==> src/rtl/ex_muldiv_iter.sv <==
// ex_muldiv_iter: iterative RV M-extension unit for the execute stage.
// Multiply retires MUL_BITS multiplier bits per cycle; divide is restoring,
// DIV_BITS quotient bits per cycle, MSB first. Divide-by-zero and signed
// overflow finish in one cycle. o_valid pulses for exactly one cycle per result.
// Optional feature macro: ARVI_MDU_REUSE_EN. It keeps the last divide's
// quotient and remainder so that the complementary op (DIV<->REM, DIVU<->REMU)
// on the same operands completes in one cycle.
module ex_muldiv_iter #(
    parameter int XLEN     = 32,
    parameter int MUL_BITS = 2,
    parameter int DIV_BITS = 1
) (
    input  logic            i_clk,
    input  logic            i_rst,
    input  logic            i_m_en,
    input  logic            i_kill,
    input  logic [2:0]      i_f3,
    input  logic [XLEN-1:0] i_rs1,
    input  logic [XLEN-1:0] i_rs2,
    output logic [XLEN-1:0] o_res,
    output logic            o_valid,
    output logic            o_stall,
    output logic            o_busy
);

    localparam int CNT_W = $clog2(XLEN + 1);
    localparam logic [CNT_W-1:0] MUL_ITERS = CNT_W'(XLEN / MUL_BITS);
    localparam logic [CNT_W-1:0] DIV_ITERS = CNT_W'(XLEN / DIV_BITS);
    localparam logic [XLEN-1:0]  MOST_NEG  = {1'b1, {(XLEN-1){1'b0}}};

    typedef enum logic [1:0] {S_IDLE, S_MUL, S_DIV, S_DONE} state_t;

    state_t            state;
    logic [CNT_W-1:0]  cnt;
    logic [XLEN-1:0]   res_q;
    logic              valid_q;

    // operation context captured at accept
    logic              hi_q;        // MULH* returns the upper half
    logic              rem_sel_q;   // REM/REMU returns the remainder
    logic              res_neg_q;   // product / quotient must be negated
    logic              rem_neg_q;   // remainder takes the dividend sign

    // multiply datapath
    logic [2*XLEN-1:0] mul_acc_q;
    logic [2*XLEN-1:0] mcand_q;
    logic [XLEN-1:0]   mplier_q;
    logic [2*XLEN-1:0] pp_sum;
    logic [2*XLEN-1:0] prod_fix;

    // divide datapath
    logic [XLEN-1:0]   quo_q;       // dividend bits shift out, quotient bits shift in
    logic [XLEN-1:0]   prem_q;      // partial remainder
    logic [XLEN-1:0]   dvsr_q;
    logic [XLEN-1:0]   q_next;
    logic [XLEN-1:0]   r_next;
    logic [XLEN-1:0]   q_fix;
    logic [XLEN-1:0]   r_fix;

    // accept-time decode
    logic              dec_div;
    logic              dec_rem;
    logic              dec_a_signed;
    logic              dec_b_signed;
    logic              a_neg;
    logic              b_neg;
    logic [XLEN-1:0]   a_mag;
    logic [XLEN-1:0]   b_mag;
    logic              div_special;
    logic [XLEN-1:0]   spec_q;
    logic [XLEN-1:0]   spec_r;

`ifdef ARVI_MDU_REUSE_EN
    logic              op_signed_q;
    logic [XLEN-1:0]   op_rs1_q;
    logic [XLEN-1:0]   op_rs2_q;
    logic              ru_valid_q;
    logic              ru_signed_q;
    logic              ru_rem_op_q;
    logic [XLEN-1:0]   ru_rs1_q;
    logic [XLEN-1:0]   ru_rs2_q;
    logic [XLEN-1:0]   ru_quo_q;
    logic [XLEN-1:0]   ru_rem_q;
    logic              ru_hit;
`endif

    // Decode funct3 into signedness, magnitudes and the one-cycle divide cases.
    always_comb begin
        // NOTE: every always_comb output gets a default first so no path can infer a latch.
        dec_div      = i_f3[2];
        dec_rem      = i_f3[1];
        dec_a_signed = dec_div ? ~i_f3[0] : (i_f3[1:0] == 2'b01 || i_f3[1:0] == 2'b10);
        dec_b_signed = dec_div ? ~i_f3[0] : (i_f3[1:0] == 2'b01);
        a_neg        = dec_a_signed & i_rs1[XLEN-1];
        b_neg        = dec_b_signed & i_rs2[XLEN-1];
        a_mag        = a_neg ? -i_rs1 : i_rs1;
        b_mag        = b_neg ? -i_rs2 : i_rs2;
        spec_q       = '1;
        spec_r       = i_rs1;
        div_special  = 1'b0;
        if (i_rs2 == '0) begin
            div_special = 1'b1;
        end else if (dec_a_signed && i_rs1 == MOST_NEG && i_rs2 == '1) begin
            div_special = 1'b1;
            spec_q      = i_rs1;
            spec_r      = '0;
        end
    end

`ifdef ARVI_MDU_REUSE_EN
    // Stored divide result matches the complementary op on identical operands.
    always_comb begin
        ru_hit = ru_valid_q && dec_div && (ru_signed_q == dec_a_signed) &&
                 (ru_rs1_q == i_rs1) && (ru_rs2_q == i_rs2) && (ru_rem_op_q != dec_rem);
    end
`endif

    // One multiply step: add MUL_BITS shifted partial products, then sign fix-up.
    always_comb begin
        pp_sum = mul_acc_q;
        for (int j = 0; j < MUL_BITS; j++) begin
            if (mplier_q[j]) pp_sum = pp_sum + (mcand_q << j);
        end
        prod_fix = res_neg_q ? -pp_sum : pp_sum;
    end

    // One restoring-divide step: DIV_BITS quotient bits, MSB first, then sign fix-up.
    always_comb begin
        logic [XLEN:0]   r;
        logic [XLEN-1:0] q;
        r = {1'b0, prem_q};
        q = quo_q;
        for (int j = 0; j < DIV_BITS; j++) begin
            r = {r[XLEN-1:0], q[XLEN-1]};
            q = {q[XLEN-2:0], 1'b0};
            if (r >= {1'b0, dvsr_q}) begin
                r    = r - {1'b0, dvsr_q};
                q[0] = 1'b1;
            end
        end
        q_next = q;
        r_next = r[XLEN-1:0];
        q_fix  = res_neg_q ? -q_next : q_next;
        r_fix  = rem_neg_q ? -r_next : r_next;
    end

    // Control FSM with registered result and valid; kill beats accept and completion.
    always_ff @(posedge i_clk) begin
        if (i_rst) begin
            // NOTE: only control state and the result register are reset; the
            // datapath registers are always reloaded at accept before they are read.
            state   <= S_IDLE;
            cnt     <= '0;
            res_q   <= '0;
            valid_q <= 1'b0;
`ifdef ARVI_MDU_REUSE_EN
            ru_valid_q <= 1'b0;
`endif
        end else begin
            // NOTE: state is updated with non-blocking assignments so every
            // register samples the values from before this edge.
            valid_q <= 1'b0;
            if (i_kill) begin
                state <= S_IDLE;
                cnt   <= '0;
`ifdef ARVI_MDU_REUSE_EN
                ru_valid_q <= 1'b0;
`endif
            end else begin
                case (state)
                    S_IDLE: begin
                        if (i_m_en) begin
                            hi_q      <= |i_f3[1:0];
                            rem_sel_q <= dec_rem;
                            res_neg_q <= a_neg ^ b_neg;
                            rem_neg_q <= a_neg;
                            mul_acc_q <= '0;
                            mcand_q   <= {{XLEN{1'b0}}, a_mag};
                            mplier_q  <= b_mag;
                            quo_q     <= a_mag;
                            prem_q    <= '0;
                            dvsr_q    <= b_mag;
`ifdef ARVI_MDU_REUSE_EN
                            op_signed_q <= dec_a_signed;
                            op_rs1_q    <= i_rs1;
                            op_rs2_q    <= i_rs2;
`endif
                            if (dec_div && div_special) begin
                                res_q   <= dec_rem ? spec_r : spec_q;
                                valid_q <= 1'b1;
                                state   <= S_DONE;
`ifdef ARVI_MDU_REUSE_EN
                                ru_valid_q  <= 1'b1;
                                ru_signed_q <= dec_a_signed;
                                ru_rem_op_q <= dec_rem;
                                ru_rs1_q    <= i_rs1;
                                ru_rs2_q    <= i_rs2;
                                ru_quo_q    <= spec_q;
                                ru_rem_q    <= spec_r;
                            end else if (ru_hit) begin
                                res_q   <= dec_rem ? ru_rem_q : ru_quo_q;
                                valid_q <= 1'b1;
                                state   <= S_DONE;
`endif
                            end else if (dec_div) begin
                                cnt   <= DIV_ITERS;
                                state <= S_DIV;
                            end else begin
                                cnt   <= MUL_ITERS;
                                state <= S_MUL;
                            end
                        end
                    end
                    S_MUL: begin
                        mul_acc_q <= pp_sum;
                        mcand_q   <= mcand_q << MUL_BITS;
                        mplier_q  <= mplier_q >> MUL_BITS;
                        cnt       <= cnt - 1'b1;
                        if (cnt == CNT_W'(1)) begin
                            res_q   <= hi_q ? prod_fix[2*XLEN-1:XLEN] : prod_fix[XLEN-1:0];
                            valid_q <= 1'b1;
                            state   <= S_DONE;
`ifdef ARVI_MDU_REUSE_EN
                            ru_valid_q <= 1'b0;
`endif
                        end
                    end
                    S_DIV: begin
                        quo_q  <= q_next;
                        prem_q <= r_next;
                        cnt    <= cnt - 1'b1;
                        if (cnt == CNT_W'(1)) begin
                            res_q   <= rem_sel_q ? r_fix : q_fix;
                            valid_q <= 1'b1;
                            state   <= S_DONE;
`ifdef ARVI_MDU_REUSE_EN
                            ru_valid_q  <= 1'b1;
                            ru_signed_q <= op_signed_q;
                            ru_rem_op_q <= rem_sel_q;
                            ru_rs1_q    <= op_rs1_q;
                            ru_rs2_q    <= op_rs2_q;
                            ru_quo_q    <= q_fix;
                            ru_rem_q    <= r_fix;
`endif
                        end
                    end
                    S_DONE: begin
                        state <= S_IDLE;
                    end
                    default: begin
                        state <= S_IDLE;
                    end
                endcase
            end
        end
    end

    assign o_res   = res_q;
    assign o_valid = valid_q;
    assign o_busy  = (state != S_IDLE);
    assign o_stall = i_m_en & ~valid_q & ~i_kill;

endmodule

==> config.mk <==
export PLATFORM = sky130hd
export DESIGN_NAME = ex_muldiv_iter
export DESIGN_NICKNAME = d
export VERILOG_FILES = /design/src/rtl/ex_muldiv_iter.sv
export SDC_FILE = /design/constraint.sdc
export NUM_CORES = 1
export LEC_CHECK = 0
export ABC_AREA = 1
export BUFFER_PORTS_ARGS = -buffer_cell sky130_fd_sc_hd__buf_4
export CORE_MARGIN = 2
export CORE_UTILIZATION = 30
export DETAILED_ROUTE_END_ITERATION = 10
export PLACE_DENSITY = 0.53
export SKIP_CTS_REPAIR_TIMING = 1
export SKIP_LAST_GASP = 1
export SLEW_MARGIN = 0
export SYNTH_ARGS = -nofsm -noshare
export SYNTH_HDL_FRONTEND = slang
export SYNTH_SLANG_ARGS = --single-unit
==> constraint.sdc <==
create_clock -name i_clk -period 15 [get_ports i_clk]
set_clock_uncertainty 0.2 [all_clocks]
set_input_delay 2.25 -clock i_clk [delete_from_list [all_inputs] [get_ports i_clk]]
set_output_delay 2.25 -clock i_clk [all_outputs]
set_load 0.01 [all_outputs]
==> results of run 1 <==
## through the flow
stage | total power [µW] | instances | worst slack (ps) | hold slack (ps) | instance area (µm²)
after global placement | 2160 | 7277 | 7890 | 262 | 36500
final | 3190 | 7350 | 7780 | 273 | 37800
after detailed placement | 2160 | 7277 | 7960 | 259 | 36500
after global routing | 3340 | 7350 | 7350 | 287 | 37800
after floorplan | 1740 | 5789 | 3860 | 270 | 34200
after CTS | 3170 | 7350 | 7890 | 270 | 37800
## worst max-delay path, delay by kind of cell, from the launching register on
kind	cells	cell delay, ps
compound gates	2	290
simple gates	29	4690
flops	1	410
fa+ha+maj	3	1210
buf+inv	2	220
## per-layer routing
metal	GRT usage, %	wire (µm)	vias up
met3	4.36	12600	244
met1	37.9	73900	17500
met4	11.4	7670	6
li1	-	-	18600
met2	41.5	68700	1521
met5	1.18	215	-
## worst max-delay path by stage
stage,from,endpoint,depth (start not counted)
global placement,mcand_q[0],o_res[9],36
floorplan,i_kill,mcand_q[0],3
finish,mcand_q[0],o_res[9],36
detailed placement,mcand_q[0],o_res[9],34
global route,mcand_q[0],o_res[9],36
CTS,mcand_q[0],o_res[9],34
## cells in the final DEF, fill, tap and decap left out, types with 23 or more instances in the layout
master | Yosys | routed
nand2_2 | 35 | 35
xor2_1 | 61 | 61
nor2_1 | 624 | 623
nand3_1 | 554 | 554
o21ai_0 | 202 | 202
buf_4 | 3 | 129
nand2_1 | 2060 | 2060
nand3b_1 | 36 | 36
xnor2_1 | 42 | 42
nor3_1 | 60 | 60
dfxtp_1 | 41 | 41
a31oi_1 | 23 | 23
nor2_2 | 23 | 23
a21oi_1 | 306 | 304
inv_1 | 849 | 846
or2_2 | 45 | 45
clkbuf_16 | 0 | 41
edfxtp_1 | 260 | 260
ha_1 | 172 | 171
nand4_1 | 58 | 58
## logic make-up (layout without fill, tap and decap cells)
| kind of cell | after synthesis | count (layout) | synth area share, % |
|---|---|---|---|
| flip-flops | 301 | 301 | 25.3 |
| XOR/XNOR | 103 | 103 | 2.64 |
| multiplexers | 1 | 1 | 0.0293 |
| buffers and inverters | 1005 | 1066 | 11.3 |
| AO/OA/AOI/OAI | 636 | 636 | 10.2 |
| AND/OR/NAND/NOR | 3568 | 3568 | 44.0 |
| adder cells (fa/ha/maj) | 175 | 175 | 6.47 |
## power breakdown
group	internal [µW]	switching [µW]	leakage (µW)
Sequential	964	36.0	0.00276
Combinational	320	851	0.0152
Clock	587	428	0.000630
## layout make-up
| cell class | count | area (µm²) | share of cell area [%] |
|---|---|---|---|
| tap | 1500 | 1880 | 4.97 |
| sequential | 301 | 8630 | 22.8 |
| inverter | 862 | 3240 | 8.58 |
| clock buffer | 55 | 1110 | 2.94 |
| multi-input combinational | 4483 | 21700 | 57.5 |
| clock inverter | 18 | 200 | 0.530 |
| timing repair buffer | 131 | 1010 | 2.67 |
## state kept, by name (all words and copies together) (netlist names), 2 cells and up
register and flops:
state 2, mul_acc_q 64, prem_q 32, cnt 6
mcand_q 64, quo_q 32, mplier_q 32, dvsr_q 32
o_res 32
==> run summary, run 1 <==
Final Setup Violations - 0
Starting Density - 30.3%
Chip height - 341 µm
Achievable frequency - 139 MHz
Initial antenna violation count - 4
Drc violations - 0
DR iter-0 viols - 3976
Clock Latency Late Sink - 590 ps
Sink Count - 301
Detail Route Antenna Nets - 0
Port bufs - 105
Post-synth top area share - 22.9%
Worst R2R Path Depth - 36
Worst r2r dst - o_res[9]
Share of layout cells above drive strength 1 - 6.07%
Outcome - finished clean
Fin crit period - 7220 ps
Yosys top cell by area - edfxtp_1
Hold Vio Cnt, Final - 0
YS warnings - 0
H-Tree Depth - 2
Die area - 117000 µm²
Max Cap Violations - 0
Hold Path Class - reg2reg
RSZ-0062 raised after global routing - false
Pleak - 0.0186 µW
Total GRT Usage - 27.2%
TritonRoute pass-1 iters - 6
Period utilization - 48.1%
# IOs - 106
Worst slew margin - 21.2%
Grt ovf - 0
Most used cell, CP - nand2_1
Async set-reset flop share out of synthesis - 0%
CP max-delay cell - nor2_1
RR Startpoint - mcand_q[0]
Commonest cells in the netlist - nand2_1 (2060), inv_1 (849), nor2_1 (624)
Syn Area/Cell - 5.90 µm²
CTS max path bufs - 3
Final setup TNS - 0 ps
Site row count - 123
Hold Path Depth - 2
Placer congestion estimate - 0.999
Startpoint Class - flop
CORE AREA - 113000 µm²
Clock transition at path regs - 60 ps
WL/cell - 22.2 µm
Synthesized flop and latch total - 301
Most frequent cell after synthesis - nand2_1
Hold EP - o_res[15]
Slew @ Worst Pin - 1180 ps
Post-Synthesis Cells - 5789
Max FO, Critical Path - 5
CP arrival - 7480 ps
Filler cells - 12800
Net count, final - 6066
Number of global-route vias before repair - 35400
Worst Setup Path Type - reg2reg
Synth top area cells - edfxtp_1 (23%), nand2_1 (23%), inv_1 (9.3%)
Worst setup EP type - flop
CTS buffer count - 41
Hold_sp - o_res[15]
Util after Layout - 33.5%
Root Buffer Master - clkbuf_16
Synthesized area - 34200 µm²
Yosys cell types - 61
Worst path max stage delay - 600 ps
Pwr dens - 84.3 nW/µm²
R2r setup slk - 7780 ps
Total Wirelength - 163000 µm
Die width - 341 µm
Syn_nets - 6035
Number of synthesized flops with an enable pin - 260
Largest net degree at the start of global routing - 161
DR vias - 37900
CTS tree - built
VDD IR max - 0.0674 mV
First-pass GRT wire length - 235000 µm
Top_reg_cell synth - edfxtp_1
P&R area growth vs syn - 10.5%
Vias per cell - 5.16
Post-synthesis sequential area ratio - 25.3%
Hpwl dp - 135000 µm
# diodes - 0
Fin. max-slew vios - 0
Worst Path Required - 15260 ps
Note: power is estimated with default switching activity, not from simulation.
==> run 2, diff against run 1 <==
Settings changed: PLACE_DENSITY 0.53 to 0.55.
Clock period 15 ns to 6.4 ns, I/O delays scaled along.
==> run 2 against run 1 <==
  * The flow now finishes with violations (max-slew violations)
  * Final area rose by 4.1%
  * Worst hold slack got worse by 3.6 ps
  * Maximum frequency rose by 17%
  * Global-route usage fell by 0.21 points
  * Via count rose by 2.8%
  * Sequential share of layout area fell by 0.91 points
  * Critical path depth rose by 2
  * Critical path type unchanged
  * Largest cell class unchanged
  * Largest power group unchanged
==> run summary, run 2 (synthesis gave the netlist of run 1 again) <==
Outcome - finished, violations left
Failing checks - max-slew violations
Drc violations - 0 (unchanged)
Clock Latency Late Sink - 600 ps (about the same)
Setup slack at placement - -638 ps (-8600 ps)
GRT Max-Usage Layer - met2
Final Setup Violations - 0 (unchanged)
Grt ovf - 0 (unchanged)
RSZ-0062 raised after global routing - true
Sink Count - 301 (unchanged)
WL/cell - 21.6 µm (-2.5%)
Met1 GRT Util - 38.3% (+0.38 points)
Worst slew margin - -0.308% (-21 points)
# diodes - 0 (unchanged)
# IOs - 106 (unchanged)
Fin crit period - 6190 ps (-1020 ps)
Vias per cell - 5.19 (+0.70%)
TritonRoute pass-1 iters - 6 (unchanged)
CORE AREA - 113000 µm² (unchanged)
Chip height - 341 µm (unchanged)
Placer congestion estimate - 1.06 (+5.8%)
DR vias - 39000 (+2.8%)
CP max-delay cell - edfxtp_1
Share of layout cells above drive strength 1 - 10.1% (+4.1 points)
Most used cell, CP - nand2_1
Worst Path Required - 6660 ps (-8600 ps)
Achievable frequency - 161 MHz (+17%)
Largest net degree at the start of global routing - 161 (unchanged)
Worst Setup Path Type - reg2reg
Number of global-route vias before repair - 36000 (+1.4%)
Root Buffer Master - clkbuf_16
CP arrival - 6460 ps (-1020 ps)
H-Tree Depth - 2 (unchanged)
Starting Density - 30.3% (unchanged)
R2r setup slk - 210 ps (-7580 ps)
CTS tree - built
DR iter-0 viols - 4646 (+17%)
Fin. max-slew vios - 10 (+10)
Die width - 341 µm (unchanged)
Slew @ Worst Pin - 1500 ps (+326 ps)
VDD IR max - 0.201 mV (+200%)
Met3 Usage GRT - 4.86% (+0.49 points)
Period utilization - 96.8% (+49 points)
Pleak - 0.0193 µW (+4.3%)
Worst setup EP type - flop
Clock transition at path regs - 60 ps (about the same)
First-pass GRT wire length - 235000 µm (about the same)
CTS buffer count - 40 (-2.4%)
Final instance area - 39300 µm² (+4.1%)
Filler cells - 12700 (-0.74%)
Max Cap Violations - 0 (unchanged)
Die area - 117000 µm² (unchanged)
Placed Area - 37600 µm² (+3.0%)
Net count, final - 6220 (+2.5%)
Hpwl dp - 134000 µm (-0.83%)
Worst path max stage delay - 440 ps (-160 ps)
CTS max path bufs - 3 (unchanged)
Site row count - 123 (unchanged)
Max FO, Critical Path - 5 (unchanged)
Startpoint Class - flop
Hold Vio Cnt, Final - 0 (unchanged)
P&R area growth vs syn - 15.1%
Worst R2R Path Depth - 38 (+5.6%)
Hold Path Class - reg2reg
Total GRT Usage - 27.0% (-0.21 points)
Pwr dens - 194 nW/µm² (+130%)
Total Wirelength - 162000 µm (-0.41%)
Met2 GRT Util - 40.8% (-0.63 points)
Detail Route Antenna Nets - 0 (unchanged)
Most common cell after layout, fill and taps aside - nand2_1
Worst setup margin - 206 ps (-7580 ps)
Largest registers - mcand_q (64), mul_acc_q (64)
Port bufs - 105 (unchanged)
Most frequent cells in the layout - nand2_1 (2040), inv_1 (846), nor2_1 (591)
Initial antenna violation count - 3 (-1)
Hold Path Depth - 2 (unchanged)
Util after Layout - 34.9% (+1.4 points)
==> run 2: critical path: cells and delay by family (launching register included) <==
family | cells | cell delay (ps)
simple gates | 28 | 3530
buf+inv | 5 | 590
fa+ha+maj | 3 | 1020
flops | 1 | 440
compound gates | 2 | 280
==> run 2: routing by layer <==
| layer | part of all wire (%) | wire length, µm |
|---|---|---|
| met1 | 45 | 73300 |
| met2 | 42 | 68000 |
| met3 | 9.0 | 14600 |
| met4 | 4.0 | 6420 |
| met5 | 0.017 | 27 |
==> run 2: where the power goes <==
group	internal, µW	switching, µW
clock network	1380	990
registers	2260	86.9
logic	860	2050
total	4500	3120
==> run 2: worst paths after layout <==
| kind | startpoint | end |
|---|---|---|
| setup / recovery | mcand_q[0] | o_res[9] |
| hold / removal | o_res[24] | o_res[24] |
| setup reg to reg | mcand_q[0] | o_res[9] |
| hold reg to reg | o_res[24] | o_res[24] |
==> run 2: final cells by class <==
class,instances,area (µm²),share of cell area [%]
clock buffer,53,1110,2.83
clock inverter,20,213,0.541
inverter,862,3240,8.24
multi-input combinational,4483,22100,56.2
sequential,301,8630,21.9
tap,1500,1880,4.77
timing repair buffer,286,2170,5.52
==> run 2: metrics by stage <==
stage	TNS (ps)	power, µW	hold WS, ps	instances
finish	0	7630	269	7505
global route	-275	7980	284	7505
CTS	-8940	7530	270	7496
detailed placement	-8020	5150	260	7423
global placement	-12320	5150	258	7423
floorplan	0	4060	270	5789
